$ cat src/rtl/param_sum_accumulator.sv
// param_sum_accumulator
//   Accepts a valid/ready stream of WIDTH-bit operands. It adds the constant P
//   to each accepted operand and accumulates BEATS of them into one sum. The
//   sum is then presented on a valid/ready output together with a sticky
//   carry-out flag.
//
// Parameters
//   P      signed constant added to every accepted operand (truncated to WIDTH)
//   WIDTH  operand / sum width, 1..32
//   BEATS  operands per result, 1..255
//
// Ports
//   clk          rising-edge clock
//   rst_n        asynchronous active-low reset
//   in_valid     operand valid
//   in_ready     block can accept an operand (registered)
//   in_data      operand
//   out_valid    result valid (registered)
//   out_ready    downstream accepts the result
//   out_sum      accumulated sum modulo 2^WIDTH
//   out_overflow a carry out of WIDTH bits occurred while building this result
//   beat_count   operands accepted toward the current result
module param_sum_accumulator #(
  parameter int          P     = 1,
  parameter int unsigned WIDTH = 32,
  parameter int unsigned BEATS = 4
) (
  input  logic             clk,
  input  logic             rst_n,
  input  logic             in_valid,
  output logic             in_ready,
  input  logic [WIDTH-1:0] in_data,
  output logic             out_valid,
  input  logic             out_ready,
  output logic [WIDTH-1:0] out_sum,
  output logic             out_overflow,
  output logic [7:0]       beat_count
);

  // P reduced to WIDTH bits and then treated as an unsigned addend. As a
  // result, a negative P wraps through zero as an ordinary carry-out.
  localparam logic [WIDTH-1:0] P_W     = WIDTH'(P);
  localparam logic [7:0]       BEATS_B = 8'(BEATS);

  typedef enum logic [1:0] {
    S_IDLE,
    S_ACCUM,
    S_HOLD
  } state_t;

  state_t           state_q;
  logic             in_ready_q;
  logic             out_valid_q;
  logic [WIDTH-1:0] out_sum_q;
  logic             out_ovf_q;
  logic [7:0]       beat_count_q;
  logic [WIDTH-1:0] acc_q;
  logic             ovf_q;

  logic [WIDTH+1:0] sum_ext;
  logic [WIDTH-1:0] acc_d;
  logic             ovf_d;
  logic [7:0]       beat_count_d;
  logic             accept;
  logic             last_beat;

  always_comb begin
    // Three WIDTH-bit addends always fit within WIDTH+2 bits.
    sum_ext      = {2'b00, acc_q} + {2'b00, in_data} + {2'b00, P_W};
    acc_d        = sum_ext[WIDTH-1:0];
    ovf_d        = ovf_q | (|sum_ext[WIDTH+1:WIDTH]);
    beat_count_d = beat_count_q + 8'd1;
    accept       = in_valid & in_ready_q;
    last_beat    = (beat_count_d == BEATS_B);
  end

  always_ff @(posedge clk or negedge rst_n) begin
    if (!rst_n) begin
      state_q      <= S_IDLE;
      in_ready_q   <= 1'b0;
      out_valid_q  <= 1'b0;
      out_sum_q    <= '0;
      out_ovf_q    <= 1'b0;
      beat_count_q <= '0;
      acc_q        <= '0;
      ovf_q        <= 1'b0;
    end else begin
      case (state_q)
        S_IDLE, S_ACCUM: begin
          // in_ready leaves reset low; the first edge raises it.
          in_ready_q <= 1'b1;
          if (accept) begin
            beat_count_q <= beat_count_d;
            if (last_beat) begin
              state_q     <= S_HOLD;
              in_ready_q  <= 1'b0;
              out_valid_q <= 1'b1;
              out_sum_q   <= acc_d;
              out_ovf_q   <= ovf_d;
              // Clear the accumulator now so that IDLE always starts from zero.
              acc_q       <= '0;
              ovf_q       <= 1'b0;
            end else begin
              state_q <= S_ACCUM;
              acc_q   <= acc_d;
              ovf_q   <= ovf_d;
            end
          end
        end
        S_HOLD: begin
          if (out_ready) begin
            state_q      <= S_IDLE;
            out_valid_q  <= 1'b0;
            beat_count_q <= '0;
            in_ready_q   <= 1'b1;
          end
        end
        default: begin
          state_q    <= S_IDLE;
          in_ready_q <= 1'b0;
        end
      endcase
    end
  end

  assign in_ready     = in_ready_q;
  assign out_valid    = out_valid_q;
  assign out_sum      = out_sum_q;
  assign out_overflow = out_ovf_q;
  assign beat_count   = beat_count_q;

endmodule

$ cat config.mk
export PLATFORM = sky130hd
export DESIGN_NAME = param_sum_accumulator
export DESIGN_NICKNAME = d
export VERILOG_FILES = /design/src/rtl/param_sum_accumulator.sv
export SDC_FILE = /design/constraint.sdc
export NUM_CORES = 1
export LEC_CHECK = 0
export CORE_ASPECT_RATIO = 1.25
export CORE_MARGIN = 1
export CORE_UTILIZATION = 30
export CTS_CLUSTER_DIAMETER = 50
export DETAILED_ROUTE_END_ITERATION = 8
export HOLD_SLACK_MARGIN = 0.05
export MAX_ROUTING_LAYER = met4
export SETUP_SLACK_MARGIN = 0.5
export SLEW_MARGIN = 20
export SYNTH_ARGS = -nofsm -noshare
export SYNTH_HDL_FRONTEND = slang
export SYNTH_SLANG_ARGS = --single-unit
$ cat constraint.sdc
create_clock -name clk -period 4.62 [get_ports clk]
set_input_delay 0.924 -clock clk [delete_from_list [all_inputs] [get_ports clk]]
set_output_delay 0.924 -clock clk [all_outputs]
set_load 0.01 [all_outputs]
# ---- Yosys cells after proc, flatten, opt, wreduce, memory -nomap -nowiden
# Index checks and enable logic that the tools add are counted.
dict set report totals {
  reg_bits 78
  latch_bits 0
  mem_bits_rw 0
  romBits 0
  inputBits 36
  output_inout_bits 43
  wordCells 45
  n_memories 0
}
dict set report op_classes {
  n_addsub 3
  multipliers 0
  div_mod_pow 0
  n_lt_le_gt_ge 0
  eq_ne 6
  n_shift 0
  mux 17
  bitwise_logic 2
  n_reduce_logical 9
}
# op n
set ops {}
lappend ops {{33-bit by 1-bit adder with 34-bit output, second input constant} 1}
lappend ops {{32-bit by 32-bit adder with 33-bit output} 1}
lappend ops {{32-bit 2-to-1 mux} 1}
lappend ops {{8-bit 2-to-1 mux} 2}
lappend ops {{8-bit case mux with 2 select lines} 1}
lappend ops {{8-bit by 1-bit adder with 8-bit output, second input constant} 1}
lappend ops {{8-bit by 3-bit equality test with 1-bit output, second input constant} 1}
lappend ops {{1-bit 2-to-1 mux} 7}
lappend ops {{2-bit 2-to-1 mux} 3}
lappend ops {{2-bit inequality test, second input constant} 3}
lappend ops {{3-bit AND reduction} 2}
lappend ops {{1-bit case mux with 2 select lines} 2}
lappend ops {{2-bit case mux with 2 select lines} 1}
lappend ops {{2-bit AND reduction} 2}
lappend ops {{4-bit AND reduction} 1}
lappend ops {{2-bit OR reduction} 2}
lappend ops {{2-bit by 1-bit equality test with 1-bit output, second input constant} 1}
lappend ops {{2-bit equality test, second input constant} 1}
lappend ops {{2-bit zero test} 1}
lappend ops {{2-bit nonzero test} 1}
lappend ops {{1-bit AND} 1}
lappend ops {{1-bit bitwise OR} 1}

# ---- Longest topological paths before layout
# Gate-level depths: netlist of run 1.
dict set report depth {
  ltp_word 5
  ltp_mapped 11
  ltp_nobuf 11
}

# ---- Worst setup path after synthesis of run 1
# No wires, ideal clock.
dict set report synth_path {
  path_kind {input to register}
  start {input in_data[0]}
  end {register out_sum_q[26] (netlist: out_sum[26])}
  setup_ps 125
  t_arrival_ps 3232
  t_required_ps 4495
  slack_ps 1263
  cell_stages 11
  path_buffers 0
  cell_sequence {inv_1 > ha_1 > inv_1 > fa_1 > a21o_1 > a221oi_4 > o211ai_1 > a211o_4 > a41o_1 > xor2_1 > mux2_4}
}
dict set report synth_between {
  elab_chain_len 2
}
# item line_no
set synth_rtl {}
lappend synth_rtl {{start: declaration} 32} ;# input logic [WIDTH-1:0] in_data,
lappend synth_rtl {{32-bit by 32-bit adder with 33-bit output} 69} ;# sum_ext = {2'b00, acc_q} + {2'b00, in_data} + {2'b00, P_W};
lappend synth_rtl {{33-bit by 1-bit adder with 34-bit output} 69}
lappend synth_rtl {{end signal: assignment} 82} ;# out_sum_q <= '0;
lappend synth_rtl {{end signal: assignment} 98} ;# out_sum_q <= acc_d;
lappend synth_rtl {{end: declaration} 54} ;# logic [WIDTH-1:0] out_sum_q;
# Every way passes these cells.
# A chain may end at the register's enable or synchronous reset.

# ---- Worst setup path after layout of run 1
# Same ends and word-level chain as after synthesis.

==> out/qor.yml, run 1 <==
timing:
  rsz0062_at_grt: "false"
  hold_violations: 0
  finClkSkew_ps: 8.54
  slew_headroom_pct: 50.2
  period_minus_slack_ps: 3660
  finalCritPeriodShare_pct: 79.3
  final.setup.tns_ps: 0
  setup_viol: 0
  worstMarginPinSlew_ps: 746
  max_freq_mhz: 273
  drv_slew: 0
critical_path:
  setup.worst_path.class: "in2reg"
  startpoint_type: "input port"
  crit_start: "in_data[0]"
  critical-path-top-delay-family: "compound AO/OA/AOI/OAI gates"
  arrival_ps: 3890
  crit_fanout: 5
  r2r_start: "acc_q[0]$_DFFE_PN0P_"
  regToRegSetupSlack_ps: 1590
  required_ps: 4850
  cp_cell_sequence: "clkdlybuf4s50_1 -> inv_1 -> ha_1 -> inv_1 -> fa_1 -> a21o_1 -> a221oi_4 -> o211ai_1 -> a211o_4 -> a41o_1 -> xor2_1 -> mux2_4"
  cp.buffers_inverters: 3
  crit_slowest_cell: "clkdlybuf4s50_1"
  r2r_cells: 11
  cp_common_cell: "inv_1"
  reg2reg_to: "out_sum[26]$_DFFE_PN0P_"
  critPathCaptureType: "flop"
  critPathMaxStageDelay_ps: 410
power_and_ir_drop:
  power.density_mw_per_mm2: 724
  p_int_uw: 2610
  p_seq_share_pct: 26.7
  power.combinational.fraction_pct: 57.2
  power.switching_uw: 1820
  ir_worst_vdd_mv: 0.228
  p_leak_uw: 0.00272
  clkPwrFrac_pct: 16.1
  switching_share_pct: 41.1
min_path:
  hold_path_startpoint: "out_valid$_DFFE_PN0P_"
  hp-class: "reg2reg"
  whs_path_depth: 2
  hold_end: "out_valid$_DFFE_PN0P_"
die:
  dieArea_mm2: 0.0166
  start_util_pct: 30.9
  die_w_um: 115
  fp.coreArea_mm2: 0.0156
  ios: 79
  core.rowCount: 51
  die_y_um: 144
layout:
  finalNetCount: 646
  layout-drive-gt1-share_pct: 8.28
  antennaDiodeCount: 0
  final_area_mm2: 0.00612
  area_delta_synth_final_pct: 26.8
drt:
  vias_per_cell: 5.17
  ant_nets: 0
  wirelength_um: 13000
  wl_per_cell_um: 16.4
  drt_iter0_markers: 178
  route.detailed.drc: 0
  vias: 4095
  dr.pass1.iters: 4
synthesis:
  syn-cell-area_mm2: 0.00482
  ys_types: 57
  synthesis.nets: 573
  ys_seq_elements: 78
  yosysWarningCount: 0
  synthCells: 503
  synth-edff-count: 0
  synth_ff_type: "dfrtp_1"
  syn_area_per_cell_um2: 9.59
  seq_area_frac_synth_pct: 40.5
  yosys-top-cells-area: "dfrtp_1, ha_1, nand2_1"
  synth.largest_area_cell: "dfrtp_1"
  synthArstFlopShare_pct: 100
  synth_top_area_share_pct: 40.5
placed_design:
  post_dp_cell_area_mm2: 0.00582
  portBuffers: 78
  gp_congestion: 0.880
  dp_hpwl_um: 9340
cts:
  cts_resized: 0
  cts_buffers: 9
  post_cts.repair.setup_buffers: 0
  cts-root-buf: "clkbuf_16"
  path_clk_slew_ps: 60
  h-tree-depth: 3
  cts_hold_buf: 0
  cts.sinks: 78
  cts.path.max_buffers: 2
  insertion_delay_ps: 340
  cts_tree: "yes"
global_routing:
  antenna_found_initial: 0
  grt_max_degree: 79
  grt_pass1_vias: 4193
  grt_overflow_total: 0
  grt_first_pass_wirelength_um: 21200
  grt_usage_pct: 17.0
job:
  maxCapViolations: 0
status:
  status: "finished clean"
how the worst max path moves through the flow:
stage | cells after the start | end | slack [ps]
6_report | 12 | out_sum[26]$_DFFE_PN0P_ | 960
3_5_place_dp | 12 | out_sum[26]$_DFFE_PN0P_ | 600
3_3_place_gp | 12 | out_sum[26]$_DFFE_PN0P_ | 610
4_1_cts | 12 | out_sum[26]$_DFFE_PN0P_ | 940
2_1_floorplan | 11 | out_sum[26]$_DFFE_PN0P_ | 1260
5_1_grt | 9 | acc_q[25]$_DFFE_PN0P_ | 720
power by group through the flow:
stage | sequential [µW] | combinational, µW | clock (µW)
CTS | 1190 | 2540 | 731
detailed placement | 1200 | 2520 | 0
global placement | 1190 | 2490 | 0
finish | 1180 | 2530 | 713
floorplan | 1220 | 1680 | 0
global route | 1220 | 2800 | 754
cells in the mapped netlist (2+ instances only):
master,n
a32o_1,2
xnor2_1,14
xor2_1,8
ha_1,33
nand3_1,6
o2111ai_1,3
a31oi_1,5
inv_1,12
o21a_1,6
a211o_1,2
a221o_1,2
dfrtp_1,78
nand2b_1,3
o41ai_1,3
a31o_2,3
nor2_1,26
a21o_1,16
nor2b_1,3
a211oi_1,4
clkbuf_1,19
nand4_1,8
mux2_2,14
and2_1,6
o211ai_1,9
a21boi_0,4
o211a_1,2
or3_1,8
buf_2,2
o31ai_1,8
and3_1,9
o21bai_1,4
nand2_1,69
nor3_1,11
a22o_1,23
a21oi_1,28
o2111a_1,2
o21ai_0,28
metrics by stage:
stage                     hold slack (ps)  util, %  setup WS, ps  total power (µW)  cells
after detailed placement              470     37.2           602              3710    777
after global placement                461     37.2           613              3670    777
after CTS                             483     39.1           937              4460    792
final                                 476     39.1           955              4430    792
after floorplan                       447        -          1260              2900    503
after global routing                  503     39.1           723              4780    792
layout by cell type (no fill, tap or decap), types with 3 or more instances in the layout:
cell type,n
a21o_1,16
nor2b_1,3
o41ai_1,3
a21oi_1,28
ha_1,33
nand2b_1,3
and2_1,6
nand3_1,6
a211oi_1,4
nor2_1,25
a22o_1,23
clkbuf_16,9
xor2_1,8
clkdlybuf4s50_1,77
o211ai_1,9
nand4_1,8
xnor2_1,14
dfrtp_1,78
o31ai_1,8
buf_4,6
o21a_1,6
or3_1,8
o21bai_1,4
o2111ai_1,3
and3_1,9
a21boi_0,4
a31oi_1,5
inv_1,12
mux2_2,14
nor3_1,11
a31o_2,3
o21ai_0,28
nand2_1,69
layer usage:
layer	GRT usage (%)	vias to the layer above	wire [µm]
li1	-	2011	-
met2	28.2	88	6250
met1	21.0	1978	6090
met4	5.47	0	227
met5	-	-	0
met3	2.57	18	442
cells by family after synthesis:
group | synth area share, %
XOR/XNOR | 3.99
flip-flops | 40.5
AND/OR/NAND/NOR | 15.1
adder cells (fa/ha/maj) | 8.98
AO/OA/AOI/OAI | 25.1
buffers and inverters | 2.85
multiplexers | 3.58
flip-flops by register name, indices dropped and copies added, names as in the netlist:
| name | cells |
|---|---|
| state_q | 2 |
| out_overflow | 1 |
| out_valid | 1 |
| out_sum | 32 |
| acc_q | 32 |
| ovf_q | 1 |
| in_ready | 1 |
| beat_count | 8 |
final cells by class:
class | count | area, µm²
Clock buffer | 11 | 243
Clock inverter | 4 | 47.5
Fill cell | 1595 | 9520
Inverter | 12 | 45.0
Multi-Input combinational cell | 391 | 2740
Sequential cell | 78 | 1950
Tap cell | 212 | 265
Timing Repair Buffer | 84 | 827
tightest hold or removal path: stages, from the launching register on:
cell	delay, ps
dfrtp_1	340
nand2_1	50
nand2_1	50
Power figures use the tool's default switching activity.
==> run 2, diff against run 1 <==
==> constraint.sdc (replaced) <==
create_clock -name clk -period 3.8 [get_ports clk]
set_input_delay 0.76 -clock clk [delete_from_list [all_inputs] [get_ports clk]]
set_output_delay 0.76 -clock clk [all_outputs]
set_load 0.01 [all_outputs]
==> out/qor.yml, run 2 (synthesized netlist as in run 1, its figures left out) <==
status:
  status: "finished clean"
die:
  core.rowCount: 51  # unchanged
  dieArea_mm2: 0.0166  # unchanged
  die_w_um: 115  # unchanged
  die_y_um: 144  # unchanged
  start_util_pct: 30.9  # unchanged
  fp.coreArea_mm2: 0.0156  # unchanged
  ios: 79  # unchanged
layout:
  final_common_cell: "dfrtp_1"
  regArea_mm2: 0.00195  # unchanged
  fin_util_pct: 40.0  # +0.90 points
  finalNetCount: 658  # +1.9%
  area_delta_synth_final_pct: 29.7
  layout-drive-gt1-share_pct: 11.0  # +2.7 points
  multi_input_area_mm2: 0.00275  # +0.37%
  final_area_mm2: 0.00626  # +2.3%
  final_cell_mix: "dfrtp_1, clkdlybuf4s50_1, nand2_1, ha_1"
  n_fill_cell: 1582  # -0.82%
  antennaDiodeCount: 0  # unchanged
cts:
  cts_buffers: 9  # unchanged
  insertion_delay_ps: 350  # about the same
  cts_hold_buf: 0  # unchanged
  cts.sinks: 78  # unchanged
  path_clk_slew_ps: 60  # about the same
  cts-root-buf: "clkbuf_16"
  cts.path.max_buffers: 2  # unchanged
  cts_tree: "yes"
  h-tree-depth: 3  # unchanged
timing:
  finalCritPeriodShare_pct: 83.9
  finClkSkew_ps: 6.94  # -1.61 ps
  slew_headroom_pct: 51.3  # +1.1 points
  rsz0062_at_grt: "false"
  drv_slew: 0  # unchanged
  hold_violations: 0  # unchanged
  setup_viol: 0  # unchanged
  max_freq_mhz: 314
  final.setup.tns_ps: 0  # unchanged
  worstMarginPinSlew_ps: 730  # -16.4 ps
  period_minus_slack_ps: 3190
placed_design:
  dp_hpwl_um: 9670  # +3.6%
  portBuffers: 78  # unchanged
  gp_congestion: 0.863  # -2.0%
  post_dp_cell_area_mm2: 0.00588  # +1.0%
critical_path:
  critPathCaptureType: "flop"
  setup.worst_path.class: "in2reg"
  arrival_ps: 3420  # -470 ps
  startpoint_type: "input port"
  required_ps: 4030  # -820 ps
  crit_fanout: 7  # +2
  regToRegSetupSlack_ps: 880  # -710 ps
drt:
  route.detailed.drc: 0  # unchanged
  dr.pass1.iters: 4  # unchanged
  vias_per_cell: 5.21  # +0.84%
  vias: 4192  # +2.4%
  wirelength_um: 13300  # +1.9%
  wl_per_cell_um: 16.5  # +0.33%
  ant_nets: 0  # unchanged
  drt_iter0_markers: 246  # +38%
global_routing:
  grt_usage_pct: 17.6  # +0.64 points
  grt_max_degree: 79  # unchanged
  grt_pass1_vias: 4397  # +4.9%
  grt_first_pass_wirelength_um: 21700  # +2.6%
  grt_overflow_total: 0  # unchanged
  antenna_found_initial: 0  # unchanged
power_and_ir_drop:
  power.density_mw_per_mm2: 891  # +23%
  p_leak_uw: 0.00281  # +3.3%
  ir_worst_vdd_mv: 0.271  # +19%
job:
  maxCapViolations: 0  # unchanged
min_path:
  hp-class: "in2async"
[run 2: final timing paths]
kind | start | to | cells past startpoint
max | in_data[19] | acc_q[24]$_DFFE_PN0P_ | 9
min | rst_n | beat_count[4]$_DFFE_PN0P_ | 1
max reg2reg | acc_q[0]$_DFFE_PN0P_ | acc_q[24]$_DFFE_PN0P_ | 11
min reg2reg | out_sum[25]$_DFFE_PN0P_ | out_sum[25]$_DFFE_PN0P_ | 2
max in group asynchronous | rst_n | out_sum[21]$_DFFE_PN0P_ | 1
min in group clk | out_sum[25]$_DFFE_PN0P_ | out_sum[25]$_DFFE_PN0P_ | 2
[run 2: final cells by class]
cell class              count  share of cell area (%)
clock buffers              11                    4.04
multi-input cells         391                    43.9
inverters                  12                   0.720
clock inverters             4                    1.12
flip-flops and latches     78                    31.2
well taps                 212                    4.24
repair buffers             96                    14.8
[run 2: per-stage QoR]
stage | cells | worst slack (ps) | hold WS, ps | total power [µW]
3_3_place_gp | 785 | 24.9 | 463 | 4540
4_1_cts | 800 | 522 | 484 | 5600
5_1_grt | 804 | 532 | 502 | 6030
3_5_place_dp | 785 | 18.2 | 466 | 4600
6_report | 804 | 611 | 446 | 5580
2_1_floorplan | 503 | 607 | 447 | 3530
[run 2: per-layer routing]
layer,share of wire (%),up-vias,track usage [%]
met5,0,-,-
met4,2.0,0,7.04
met3,4.2,17,3.46
met2,49,95,28.6
met1,45,2030,21.3
li1,-,2050,-
[run 2: power by group]
group | switching [µW] | internal (µW) | leakage, µW
Combinational | 1680 | 1520 | 0.00168
Clock | 345 | 605 | 0.000161
Sequential | 227 | 1210 | 0.000973
[run 2: critical path, stage by stage]
cell             delay, ps
clkdlybuf4s50_1        420
ha_1                   400
a21o_1                 240
a221o_1                340
o21a_1                 230
a211o_4                350
a211oi_4               290
nor2_1                  70
a221o_1                320
[run 2: what timing repair did]
action | 4_1_cts | 5_1_grt
setup buffers | 0 | 4
pin swaps | 4 | 11
endpoints found under the setup margin | 5 | 9
resized for setup | 2 | 5
